`src/rtl/pipe_hazard_ctrl_if.sv`:
```
// Signal bundle between the stall/flush sequencer and the pipeline it governs.
// The pipeline side uses the master modport; the sequencer uses the slave modport.
interface pipe_hazard_ctrl_if #(
   parameter int CNT_W = 32
);
   logic [4:0]       id_rs_i;
   logic [4:0]       id_rt_i;
   logic             id_use_rs_i;
   logic             id_use_rt_i;
   logic             ex_rmem_i;
   logic [4:0]       ex_waddr_i;
   logic             div_start_i;
   logic             div_done_i;
   logic             ibus_busy_i;
   logic             dbus_busy_i;
   logic             except_i;
   logic [31:0]      except_pc_i;
   logic [4:0]       stall_o;
   logic [4:0]       flush_o;
   logic             redirect_o;
   logic [31:0]      redirect_pc_o;
   logic             div_cancel_o;
   logic             div_timeout_o;
   logic [CNT_W-1:0] stall_cnt_o;
   // Sequencer state: 0 RUN, 1 DIV_WAIT, 2 EXC_PEND
   logic [1:0]       dbg_state_o;

   modport master (
      output id_rs_i, id_rt_i, id_use_rs_i, id_use_rt_i, ex_rmem_i, ex_waddr_i,
             div_start_i, div_done_i, ibus_busy_i, dbus_busy_i, except_i, except_pc_i,
      input  stall_o, flush_o, redirect_o, redirect_pc_o, div_cancel_o,
             div_timeout_o, stall_cnt_o, dbg_state_o
   );

   modport slave (
      input  id_rs_i, id_rt_i, id_use_rs_i, id_use_rt_i, ex_rmem_i, ex_waddr_i,
             div_start_i, div_done_i, ibus_busy_i, dbus_busy_i, except_i, except_pc_i,
      output stall_o, flush_o, redirect_o, redirect_pc_o, div_cancel_o,
             div_timeout_o, stall_cnt_o, dbg_state_o
   );
endinterface

```
`src/rtl/pipe_hazard_ctrl.sv`:
```
// Central stall/flush sequencer for the 5-stage pipeline: load-use, divide wait,
// bus wait and precise exception redirects deferred until both buses are idle.
module pipe_hazard_ctrl #(
   parameter int DIV_MAX = 40,
   parameter int CNT_W   = 32
) (
   input logic               clk_i,
   input logic               rst_i,
   pipe_hazard_ctrl_if.slave bus
);
   localparam int DIV_W = $clog2(DIV_MAX + 1);

   typedef enum logic [1:0] {
      ST_RUN      = 2'd0,
      ST_DIV_WAIT = 2'd1,
      ST_EXC_PEND = 2'd2
   } state_t;

   state_t           r_state;
   logic [DIV_W-1:0] r_div_cnt;
   logic [31:0]      r_exc_pc;
   logic             r_timeout;
   logic [CNT_W-1:0] r_stall_cnt;

   state_t      w_next;
   logic [4:0]  w_stall;
   logic [4:0]  w_flush;
   logic        w_redirect;
   logic [31:0] w_redirect_pc;
   logic        w_cancel;
   logic        w_latch_pc;
   logic        w_div_clr;
   logic        w_set_timeout;
   logic        w_busy;
   logic        w_load_use;
   logic        w_div_last;

   always_comb begin
      w_busy     = bus.ibus_busy_i | bus.dbus_busy_i;
      w_load_use = bus.ex_rmem_i && (bus.ex_waddr_i != 5'd0) &&
                   ((bus.id_use_rs_i && (bus.id_rs_i == bus.ex_waddr_i)) ||
                    (bus.id_use_rt_i && (bus.id_rt_i == bus.ex_waddr_i)));
      w_div_last = (r_div_cnt == DIV_W'(DIV_MAX - 1));

      w_next        = r_state;
      w_stall       = 5'b00000;
      w_flush       = 5'b00000;
      w_redirect    = 1'b0;
      w_redirect_pc = 32'd0;
      w_cancel      = 1'b0;
      w_latch_pc    = 1'b0;
      w_div_clr     = 1'b0;
      w_set_timeout = 1'b0;

      case (r_state)
         ST_EXC_PEND: begin
            if (w_busy) begin
               w_stall = 5'b11111;
            end else begin
               w_flush       = 5'b11111;
               w_redirect    = 1'b1;
               w_redirect_pc = r_exc_pc;
               w_next        = ST_RUN;
            end
         end
         default: begin
            if (bus.except_i) begin
               // An exception during a divide also kills the divider.
               w_cancel = (r_state == ST_DIV_WAIT);
               if (!w_busy) begin
                  w_flush       = 5'b11111;
                  w_redirect    = 1'b1;
                  w_redirect_pc = bus.except_pc_i;
                  w_next        = ST_RUN;
               end else begin
                  w_stall    = 5'b11111;
                  w_latch_pc = 1'b1;
                  w_next     = ST_EXC_PEND;
               end
            end else if (r_state == ST_RUN) begin
               if (bus.dbus_busy_i) begin
                  w_stall = 5'b01111;
                  w_flush = 5'b10000;
               end else if (bus.div_start_i && !bus.div_done_i) begin
                  w_stall   = 5'b00111;
                  w_flush   = 5'b01000;
                  w_div_clr = 1'b1;
                  w_next    = ST_DIV_WAIT;
               end else if (w_load_use) begin
                  w_stall = 5'b00011;
                  w_flush = 5'b00100;
               end else if (bus.ibus_busy_i) begin
                  w_stall = 5'b00001;
                  w_flush = 5'b00010;
               end
            end else begin
               if (bus.dbus_busy_i) begin
                  w_stall = 5'b01111;
                  w_flush = 5'b10000;
               end else if (!bus.div_done_i && !w_div_last) begin
                  w_stall = 5'b00111;
                  w_flush = 5'b01000;
               end
               // A done seen under a data-bus wait is held off until the bus frees.
               if (bus.div_done_i && !bus.dbus_busy_i) begin
                  w_next = ST_RUN;
               end else if (w_div_last && !bus.div_done_i) begin
                  w_cancel      = 1'b1;
                  w_set_timeout = 1'b1;
                  w_next        = ST_RUN;
               end
            end
         end
      endcase
   end

   always_ff @(posedge clk_i) begin
      if (rst_i) begin
         r_state     <= ST_RUN;
         r_div_cnt   <= '0;
         r_exc_pc    <= 32'd0;
         r_timeout   <= 1'b0;
         r_stall_cnt <= '0;
      end else begin
         r_state <= w_next;
         if (w_div_clr) begin
            r_div_cnt <= '0;
         end else if (r_state == ST_DIV_WAIT) begin
            r_div_cnt <= r_div_cnt + DIV_W'(1);
         end
         if (w_latch_pc) begin
            r_exc_pc <= bus.except_pc_i;
         end
         if (w_set_timeout) begin
            r_timeout <= 1'b1;
         end
         if ((w_stall != 5'b00000) && (r_stall_cnt != {CNT_W{1'b1}})) begin
            r_stall_cnt <= r_stall_cnt + CNT_W'(1);
         end
      end
   end

   assign bus.stall_o       = w_stall;
   assign bus.flush_o       = w_flush;
   assign bus.redirect_o    = w_redirect;
   assign bus.redirect_pc_o = w_redirect_pc;
   assign bus.div_cancel_o  = w_cancel;
   assign bus.div_timeout_o = r_timeout;
   assign bus.stall_cnt_o   = r_stall_cnt;
   assign bus.dbg_state_o   = r_state;
endmodule
```
`src/flat_wrapper.sv`:
```
// flat-port wrapper written by rule: the top's interface ports become plain ports
module pipe_hazard_ctrl_flat 
#(
   parameter int DIV_MAX = 40,
   parameter int CNT_W   = 32
)
  (clk_i, rst_i, bus_id_rs_i, bus_id_rt_i, bus_id_use_rs_i, bus_id_use_rt_i, bus_ex_rmem_i, bus_ex_waddr_i, bus_div_start_i, bus_div_done_i, bus_ibus_busy_i, bus_dbus_busy_i, bus_except_i, bus_except_pc_i, bus_stall_o, bus_flush_o, bus_redirect_o, bus_redirect_pc_o, bus_div_cancel_o, bus_div_timeout_o, bus_stall_cnt_o, bus_dbg_state_o);
  pipe_hazard_ctrl_if #(.CNT_W(CNT_W)) bus_i ();
  input logic clk_i;
  input logic rst_i;
  input wire logic [$bits(bus_i.id_rs_i)-1:0] bus_id_rs_i;
  input wire logic [$bits(bus_i.id_rt_i)-1:0] bus_id_rt_i;
  input wire logic [$bits(bus_i.id_use_rs_i)-1:0] bus_id_use_rs_i;
  input wire logic [$bits(bus_i.id_use_rt_i)-1:0] bus_id_use_rt_i;
  input wire logic [$bits(bus_i.ex_rmem_i)-1:0] bus_ex_rmem_i;
  input wire logic [$bits(bus_i.ex_waddr_i)-1:0] bus_ex_waddr_i;
  input wire logic [$bits(bus_i.div_start_i)-1:0] bus_div_start_i;
  input wire logic [$bits(bus_i.div_done_i)-1:0] bus_div_done_i;
  input wire logic [$bits(bus_i.ibus_busy_i)-1:0] bus_ibus_busy_i;
  input wire logic [$bits(bus_i.dbus_busy_i)-1:0] bus_dbus_busy_i;
  input wire logic [$bits(bus_i.except_i)-1:0] bus_except_i;
  input wire logic [$bits(bus_i.except_pc_i)-1:0] bus_except_pc_i;
  output wire logic [$bits(bus_i.stall_o)-1:0] bus_stall_o;
  output wire logic [$bits(bus_i.flush_o)-1:0] bus_flush_o;
  output wire logic [$bits(bus_i.redirect_o)-1:0] bus_redirect_o;
  output wire logic [$bits(bus_i.redirect_pc_o)-1:0] bus_redirect_pc_o;
  output wire logic [$bits(bus_i.div_cancel_o)-1:0] bus_div_cancel_o;
  output wire logic [$bits(bus_i.div_timeout_o)-1:0] bus_div_timeout_o;
  output wire logic [$bits(bus_i.stall_cnt_o)-1:0] bus_stall_cnt_o;
  output wire logic [$bits(bus_i.dbg_state_o)-1:0] bus_dbg_state_o;
  assign bus_i.id_rs_i = bus_id_rs_i;
  assign bus_i.id_rt_i = bus_id_rt_i;
  assign bus_i.id_use_rs_i = bus_id_use_rs_i;
  assign bus_i.id_use_rt_i = bus_id_use_rt_i;
  assign bus_i.ex_rmem_i = bus_ex_rmem_i;
  assign bus_i.ex_waddr_i = bus_ex_waddr_i;
  assign bus_i.div_start_i = bus_div_start_i;
  assign bus_i.div_done_i = bus_div_done_i;
  assign bus_i.ibus_busy_i = bus_ibus_busy_i;
  assign bus_i.dbus_busy_i = bus_dbus_busy_i;
  assign bus_i.except_i = bus_except_i;
  assign bus_i.except_pc_i = bus_except_pc_i;
  assign bus_stall_o = bus_i.stall_o;
  assign bus_flush_o = bus_i.flush_o;
  assign bus_redirect_o = bus_i.redirect_o;
  assign bus_redirect_pc_o = bus_i.redirect_pc_o;
  assign bus_div_cancel_o = bus_i.div_cancel_o;
  assign bus_div_timeout_o = bus_i.div_timeout_o;
  assign bus_stall_cnt_o = bus_i.stall_cnt_o;
  assign bus_dbg_state_o = bus_i.dbg_state_o;
  pipe_hazard_ctrl #(.DIV_MAX(DIV_MAX), .CNT_W(CNT_W)) u_core (.clk_i(clk_i), .rst_i(rst_i), .bus(bus_i));
endmodule
```
`config.mk`:
```
export PLATFORM = sky130hd
export DESIGN_NAME = pipe_hazard_ctrl_flat
export DESIGN_NICKNAME = d
export VERILOG_FILES = /design/src/rtl/pipe_hazard_ctrl_if.sv /design/src/rtl/pipe_hazard_ctrl.sv /design/src/flat_wrapper.sv
export SDC_FILE = /design/constraint.sdc
export NUM_CORES = 1
export LEC_CHECK = 0
export BUFFER_PORTS_ARGS = -buffer_cell sky130_fd_sc_hd__buf_2
export CAP_MARGIN = 20
export CORE_MARGIN = 4
export CORE_UTILIZATION = 25
export DETAILED_ROUTE_END_ITERATION = 10
export HOLD_SLACK_MARGIN = 0.15
export SLEW_MARGIN = 20
export SYNTH_ARGS = -nofsm -noshare
export SYNTH_HDL_FRONTEND = slang
export SYNTH_SLANG_ARGS = --single-unit
export TNS_END_PERCENT = 10
```
`constraint.sdc`:
```
create_clock -name clk_i -period 2.8 [get_ports clk_i]
set_input_delay 0.42 -clock clk_i [delete_from_list [all_inputs] [get_ports clk_i]]
set_output_delay 0.42 -clock clk_i [all_outputs]
set_load 0.005 [all_outputs]
```
==> run summary, run 1 <==
outcome: finished, final reports clean
drt first pass iters: 4
Fmax: 384 MHz
Max-Cap Viols: 0
Final ANT Viol Nets: 0
worst vdd ir: 0.000314 V
top_reg_cell synth: dfxtp_1
power share of the clock group: 0.449
Synth area leaders: dfxtp_1 38%, nand2_1 8.6%, a21oi_1 8.3%, a22o_1 7.3%, or4_1 4.3%
Placement Setup Slack: 0.226 ns
post-synth top area share: 0.380
Adder-Cell Fraction of Synth Area: 0.00651
TritonCTS buffer count: 9
async set-reset flop share out of synthesis: 0
Clock transition at path regs: 0.06 ns
Hold Vio Cnt, Final: 0
number of flops mapped to enable cells by yosys: 0
nets@finish: 661
Initial Util: 0.254
Seq pwr share: 0.437
average cell area after synthesis: 7.94 um2
Psw: 0.630 mW
CP required: 2.38 ns
CP cell instances: ha_2 > nor4bb_4 > a21oi_1 > o311a_1 > a21oi_1 > o21a_2 > inv_2 > buf_2
initial antenna violation count: 0
vias in the first global route: 3,529
CP top delay family: compound AO/OA/AOI/OAI gates
fin crit period: 2.61 ns
total gr overflow: 0
final hold slack: 0.333 ns
hpwl dp: 7960 um
Final WS setup: 0.195 ns
Final Non-Filler Cells: 794
clk_skew: 0.00678 ns
compound-gate portion of the synthesized area: 0.226
Die X: 132 um
Comb pwr share: 0.114
Core ar.: 15,100 um2
layout cells sized above 1: 0.299
Setup TNS Final: 0 ns
IO buf count: 135
die area: 17,400 um2
Hold-fix buffers, CTS: 0
cell at the slowest stage of the critical path: dfxtp_1
CTS root buf: clkbuf_16
post-synthesis simple-gate area fraction: 0.275
R2R Setup Slk: 0.44 ns
Die Ht: 132 um
largest family of logic cells by synthesized area: simple AND/OR/NAND/NOR gates
synth warn: 0
Synth cell types: 42
crit path DAT: 2.19 ns
fill cell count: 1,628
largest net degree at the start of global routing: 54
Clk Latency, worst-skew pair: 0.34 ns
number of synthesized register bits: 73
Worst path max stage delay: 0.38 ns
DRC errors left: 0
RSZ-0062 raised after global routing: false
Cells after Synth: 484
Max FO, Critical Path: 4
routed vias/inst: 4.91
P per Cell Area: 502 nW/um2
XOR/XNOR Fraction of Synth Area: 0.0319
Most Frequent Cell on Critical Path: a21oi_1
Iter 0 DRT Violations: 266
commonest cells in the netlist: 88 x nand2_1, 73 x dfxtp_1, 64 x a21oi_1, 32 x a22o_1, 25 x clkbuf_1
Final Slew Violations: 0
CTS tree: yes
actual slew at the worst max-slew pin: 0.787 ns
IO Pins: 136
P_int: 1.87 mW
Sink Count: 73
final setup violating endpoints: 0
kind of critical path: reg -> out
Cells after DPL: 779
final wirelength: 11,100 um
average wire per standard cell: 13.9 um
total number of vias: 3,901
slew margin rel.: 0.476
CP endpoint kind: primary output
H-tree depth: 3
Synth area leader: dfxtp_1
HP Class: in -> reg
startpoint types: flip-flop
critical path buffer and inverter count: 2
first-pass GRT wire length: 17,800 um
Leakage Power: 2.13 nW
post-synthesis mux area share: 0.0290
synthesized cell area: 3840 um2
period utilization: 0.930
Util after Layout: 0.329
Core Rows: 45
GRT Total Usage: 0.122
Net Count, Synth: 543
sequential area share after synthesis: 0.380
gpl congestion: 0.739
area delta synth->final: 29.6%
clk buf depth: 2
Switching Fraction: 0.252
antenna diode count: 0
Setup Fix Bufs, Post-CTS: 0
count leader, synth: nand2_1
final cells by class:
cell class	count	area, um2	area share
multi-input cells	368	2210	0.444
flip-flops and latches	73	1460	0.293
repair buffers	146	771	0.155
well taps	188	235	0.0472
clock buffers	9	225	0.0452
clock inverters	6	60.1	0.0121
inverters	4	15.0	0.00302
power groups by stage:
stage,clock [mW],sequential [mW],combinational [mW]
after floorplan,0,1.11,0.167
after global placement,0,1.11,0.286
after detailed placement,0,1.12,0.286
after CTS,1.17,1.09,0.288
after global routing,1.20,1.10,0.318
final,1.12,1.09,0.285
final timing paths:
path                                     end                 from  cells after the start
hold reg to reg          u_core.r_exc_pc[15]  u_core.r_exc_pc[15]                      2
setup reg to reg  u_core.bus.stall_cnt_o[31]  u_core.r_div_cnt[0]                      9
hold / removal           u_core.r_exc_pc[15]  bus_except_pc_i[15]                      3
setup / recovery              bus_stall_o[0]  u_core.r_div_cnt[0]                      8
cells by family after synthesis:
kind of cell / count (synthesis)
xor gates and xnor gates: 14
AOI/OAI and AO/OA: 133
muxes: 10
DFF: 73
adders and majority gates: 2
and+or+nand+nor: 209
buffers and inverters: 43
through the flow:
stage	total power, mW	instance area (um2)
detailed placement	1.40	4680
finish	2.50	4980
global placement	1.40	4680
global route	2.61	4980
floorplan	1.28	3840
CTS	2.55	4970
state kept, by name (all words and copies together), names as in the netlist:
name	count
u_core.r_exc_pc	32
u_core.bus.stall_cnt_o	32
u_core.bus.div_timeout_o	1
u_core.bus.dbg_state_o	2
u_core.r_div_cnt	6
repair_timing:
action	CTS	global route
hold endpoints to repair	0	0
pin swaps	0	1
endpoints found under the setup margin	1	1
gates resized for setup	2	3
placed cells by master (no fill, tap or decap), drive strengths merged, types with 6 or more instances in the layout:
master	n
a21oi	64
a22o	32
and3	16
buf	146
clkbuf	9
dfxtp	73
mux2	9
nand2	88
nand2b	6
nand3	12
nand4	7
nor2	22
nor2b	12
nor3	6
o21ai	10
o31ai	20
or4	22
xor2	11
layer usage:
layer	share of wire	wire, um	vias to the layer above	GRT usage
li1	-	-	1991	-
met1	0.48	5290	1776	0.164
met2	0.44	4860	121	0.186
met3	0.071	788	13	0.0427
met4	0.011	123	0	0.0338
met5	0	0	-	0
worst min-delay path, cell delays in order:
cell and delay (ns):
buf_2 0.11, nand2_1 0.05, a21oi_1 0.05
Power figures use the tool's default switching activity.
==> run 2: changes to the inputs <==
- BUFFER_PORTS_ARGS: -buffer_cell sky130_fd_sc_hd__buf_2 -> not set
- DONT_BUFFER_PORTS: not set -> 1
- SETUP_SLACK_MARGIN: not set -> 0.4
==> run summary, run 2 (synthesis results as in run 1) <==
actual slew at the worst max-slew pin: 0.789 ns
Initial Util: 0.254
Worst Setup SP: u_core.r_div_cnt[2]
R2R Setup Slk: 0.45 ns
Max FO, Critical Path: 4
Hold Vio Cnt, Final: 0
Critical R2R Launch: u_core.r_div_cnt[2]
GRT Total Usage: 0.129
RSZ-0062 raised after global routing: true
TritonCTS buffer count: 9
commonest non-fill, non-tap cell in the layout: nand2_1
clk buf depth: 2
fin crit period: 2.39 ns
drt first pass iters: 4
DRC errors left: 0
outcome: finished, final reports clean
Fmax: 418 MHz
kind of critical path: reg -> out
IO Pins: 136
metal2 WL: 5640 um
final wirelength: 11,500 um
hpwl dp: 7970 um
initial antenna violation count: 0
average wire per standard cell: 16.9 um
Final Slew Violations: 0
total gr overflow: 0
final hold slack: 0.194 ns
clk_skew: 0.00725 ns
uppermost layer routed: met4
gpl congestion: 0.760
CP endpoint kind: primary output
worst vdd ir: 0.000357 V
Reg2Reg Capture Point: u_core.bus.stall_cnt_o[10]
M1 WL: 4720 um
routed vias/inst: 5.28
Clock transition at path regs: 0.06 ns
vias in the first global route: 3,470
largest net degree at the start of global routing: 38
Iter 0 DRT Violations: 166
startpoint types: flip-flop
Max-Cap Viols: 0
Core Rows: 45
total number of vias: 3,610
layout cells sized above 1: 0.155
overall power: 2.76 mW
antenna diode count: 0
nets@finish: 550
Die X: 132 um
die area: 17,400 um2
R2R cell count: 9
met3 WL: 1050 um
CP endpoint: bus_stall_o[0]
CTS root buf: clkbuf_16
Sink Count: 73
commonest cells after routing, fill and taps aside: 87 x nand2_1, 65 x dfxtp_1, 60 x a21oi_1
first-pass GRT wire length: 18,300 um
Final ANT Viol Nets: 0
IO buf count: 0
Util after Layout: 0.311
Setup TNS Final: 0 ns
area delta synth->final: 22.6%
H-tree depth: 3
slew margin rel.: 0.472
HP Class: in -> reg
period utilization: 0.854
P per Cell Area: 586 nW/um2
final setup violating endpoints: 0
Clk Latency, worst-skew pair: 0.34 ns
crit path DAT: 1.97 ns
Core ar.: 15,100 um2
CTS tree: yes
Die Ht: 132 um
Leakage Power: 1.69 nW
CP required: 2.38 ns
==> run 2: what timing repair did <==
item | CTS | global route
endpoints found under the setup margin | 30 | 32
gates cloned | 0 | 0
resized for setup | 10 | 21
buffers inserted | 8 | 0
hold buffers | 17 | 0
hold endpoints to repair | 41 | 0
pin swaps | 5 | 2
==> run 2: critical path, stage by stage (launching register included) <==
cell and delay [ns]:
dfxtp_1 0.39, nor4bb_4 0.35, a21oi_2 0.09, o311a_4 0.41
a21oi_2 0.12, o21a_2 0.19, inv_2 0.07
==> run 2: stage by stage <==
step	worst slack (ns)	area, um2	instances
3_3_place_gp	0.245	3990	642
5_1_grt	0.274	4710	684
4_1_cts	0.372	4640	684
2_1_floorplan	0.415	3840	484
3_5_place_dp	0.217	4000	643
6_report	0.408	4710	684
==> run 2: worst min-delay path by stage <==
stage / startpoint / to / slack, ns / cells past startpoint
finish: rst_i / u_core.r_exc_pc[23] / 0.19 / 1
global route: rst_i / u_core.r_exc_pc[23] / 0.15 / 1
CTS: rst_i / u_core.r_exc_pc[23] / 0.15 / 1
detailed placement: u_core.r_exc_pc[9] / u_core.r_exc_pc[9] / 0.44 / 2
global placement: u_core.r_exc_pc[15] / u_core.r_exc_pc[15] / 0.44 / 2
floorplan: u_core.r_exc_pc[0] / u_core.r_exc_pc[0] / 0.44 / 2
==> run 2: area by class of cell <==
| class | count | area, um2 |
|---|---|---|
| inverter | 4 | 15.0 |
| clock inverter | 5 | 125 |
| tap | 188 | 235 |
| timing repair buffer | 35 | 335 |
| clock buffer | 11 | 253 |
| multi-input combinational | 368 | 2280 |
| fill | 1600 | 10400 |
| sequential | 73 | 1470 |
==> run 2: metal layers <==
layer / global-route usage / vias to the layer above
li1: - / 1770
met3: 0.0546 / 9
met1: 0.147 / 1701
met2: 0.221 / 130
met4: 0.0379 / 0
met5: 0 / -
==> run 2: power by group <==
part | internal (mW) | total, mW | leakage, nW | switching [mW]
combinational | 0.0951 | 0.227 | 0.908 | 0.131
sequential | 1.07 | 1.09 | 0.597 | 0.0224
clock | 1.01 | 1.44 | 0.186 | 0.436
total | 2.17 | 2.76 | 1.69 | 0.590
==> run 3: changes to the inputs <==
--- a/config.mk
+++ b/config.mk
@@ -8,3 +8,2 @@
 export CAP_MARGIN = 20
-export CORE_MARGIN = 4
 export CORE_UTILIZATION = 25
==> constraint.sdc (replaced) <==
create_clock -name clk_i -period 2.8 [get_ports clk_i]
set_input_delay 0.14 -clock clk_i [delete_from_list [all_inputs] [get_ports clk_i]]
set_output_delay 0.14 -clock clk_i [all_outputs]
set_load 0.005 [all_outputs]
==> run summary, run 3 (synthesis results as in run 1) <==
Clock transition at path regs: 0.06 ns
Leakage Power: 1.73 nW
TritonCTS buffer count: 9
startpoint types: flip-flop
IO buf count: 0
nets@finish: 572
first-pass GRT wire length: 18,100 um
Core ar.: 14,800 um2
period utilization: 0.832
CTS tree: yes
Core Rows: 44
RSZ-0062 raised after global routing: true
final setup violating endpoints: 0
final hold slack: 0.183 ns
clk buf depth: 2
clk_skew: 0.00404 ns
Worst Setup SP: u_core.bus.dbg_state_o[1]
area delta synth->final: 27.5%
Fmax: 429 MHz
drt first pass iters: 5
antenna diode count: 0
Final Non-Filler Cells: 702
total number of vias: 3,788
worst hold path endpoint: u_core.bus.div_timeout_o
Hold Path Origin: rst_i
crit path DAT: 2.60 ns
H-tree depth: 3
hpwl dp: 7380 um
kind of critical path: reg -> reg
hold path depth: 2
initial antenna violation count: 0
DRC errors left: 0
IO Pins: 136
commonest non-fill, non-tap cell in the layout: nand2_1
fin crit period: 2.33 ns
total gr overflow: 0
Max-Cap Viols: 0
Setup TNS Final: 0 ns
Hold Vio Cnt, Final: 0
Final Cell Area: 4900 um2
die area: 15,900 um2
dpl cell area: 3980 um2
Iter 0 DRT Violations: 189
routed vias/inst: 5.40
Initial Util: 0.261
CTS root buf: clkbuf_16
P per Cell Area: 528 nW/um2
Die X: 126 um
Final ANT Viol Nets: 0
overall power: 2.59 mW
final wirelength: 11,400 um
R2R Setup Slk: 0.47 ns
commonest cells after routing, fill and taps aside: 88 x nand2_1, 67 x dfxtp_1, 62 x a21oi_1
vias in the first global route: 3,713
GRT Total Usage: 0.142
actual slew at the worst max-slew pin: 0.697 ns
Clk Latency, worst-skew pair: 0.34 ns
average wire per standard cell: 16.2 um
HP Class: in -> reg
Sink Count: 73
worst vdd ir: 0.000263 V
Cells after DPL: 636
CP required: 3.06 ns
CP endpoint kind: flip-flop
R2R cell count: 8
gpl congestion: 0.762
slew margin rel.: 0.534
Final Slew Violations: 0
layout cells sized above 1: 0.131
Max FO, Critical Path: 9
Critical R2R Launch: u_core.bus.dbg_state_o[1]
Die Ht: 126 um
largest net degree at the start of global routing: 77
fill cell count: 1,527
Reg2Reg Capture Point: u_core.bus.stall_cnt_o[24]
outcome: finished, final reports clean
run 3: cell count changes in the layout (fill, tap and decap cells not counted), sizes merged:
| cell | previous run | this run |
|---|---|---|
| bufinv | 4 | 2 |
| bufbuf | 0 | 1 |
| clkinvlp | 0 | 1 |
| clkinv | 1 | 3 |
| buf | 19 | 16 |
| dlygate4sd3 | 16 | 40 |
| clkbuf | 11 | 10 |
run 3: worst max-delay path by stage:
stage | slack (ns) | depth (start not counted) | end
after floorplan | 0.42 | 11 | u_core.bus.stall_cnt_o[2]
after global placement | 0.25 | 9 | u_core.bus.stall_cnt_o[2]
after detailed placement | 0.20 | 9 | u_core.bus.stall_cnt_o[2]
after CTS | 0.30 | 4 | bus_redirect_pc_o[21]
after global routing | 0.37 | 8 | u_core.bus.stall_cnt_o[25]
final | 0.47 | 8 | u_core.bus.stall_cnt_o[24]
run 3: critical path, cell delays in order (launching register included):
cell	delay, ns
dfxtp_4	0.38
nor2b_2	0.20
o21ai_2	0.20
o311a_1	0.29
a21oi_2	0.06
o21a_4	0.17
bufbuf_16	0.29
or4_1	0.51
a21oi_1	0.15
run 3: final cells by class:
cell class	instances	area (um2)	area share
clock buffers	10	229	0.0467
clock inverters	6	82.6	0.0169
inverters	4	15.0	0.00306
multi-input cells	368	2250	0.459
flip-flops and latches	73	1470	0.300
well taps	184	230	0.0470
repair buffers	57	622	0.127
run 3: stage by stage:
stage | worst slack (ns) | util
final | 0.469 | 0.332
after global routing | 0.365 | 0.332
after CTS | 0.296 | 0.328
after detailed placement | 0.203 | 0.270
after global placement | 0.251 | 0.270
after floorplan | 0.415 | -
run 3: repair_timing:
item,in CTS,in global routing
buffers inserted,4,3
hold endpoints to repair,73,0
hold buffers,41,0
setup endpoints to repair,63,33
gates resized for setup,7,21
cloned,2,0
pin swaps,1,6
run 3: power breakdown:
group / switching [mW] / internal, mW
clock network: 0.440 / 0.775
logic: 0.146 / 0.129
registers: 0.0251 / 1.07
total: 0.611 / 1.98
run 3: per-layer routing:
layer  track usage  routed length (um)  vias up
li1              -                   -     1813
met1         0.155                4680     1805
met2         0.250                5600      148
met3        0.0514                 854       22
met4        0.0567                 234        0
met5             0                   0        -
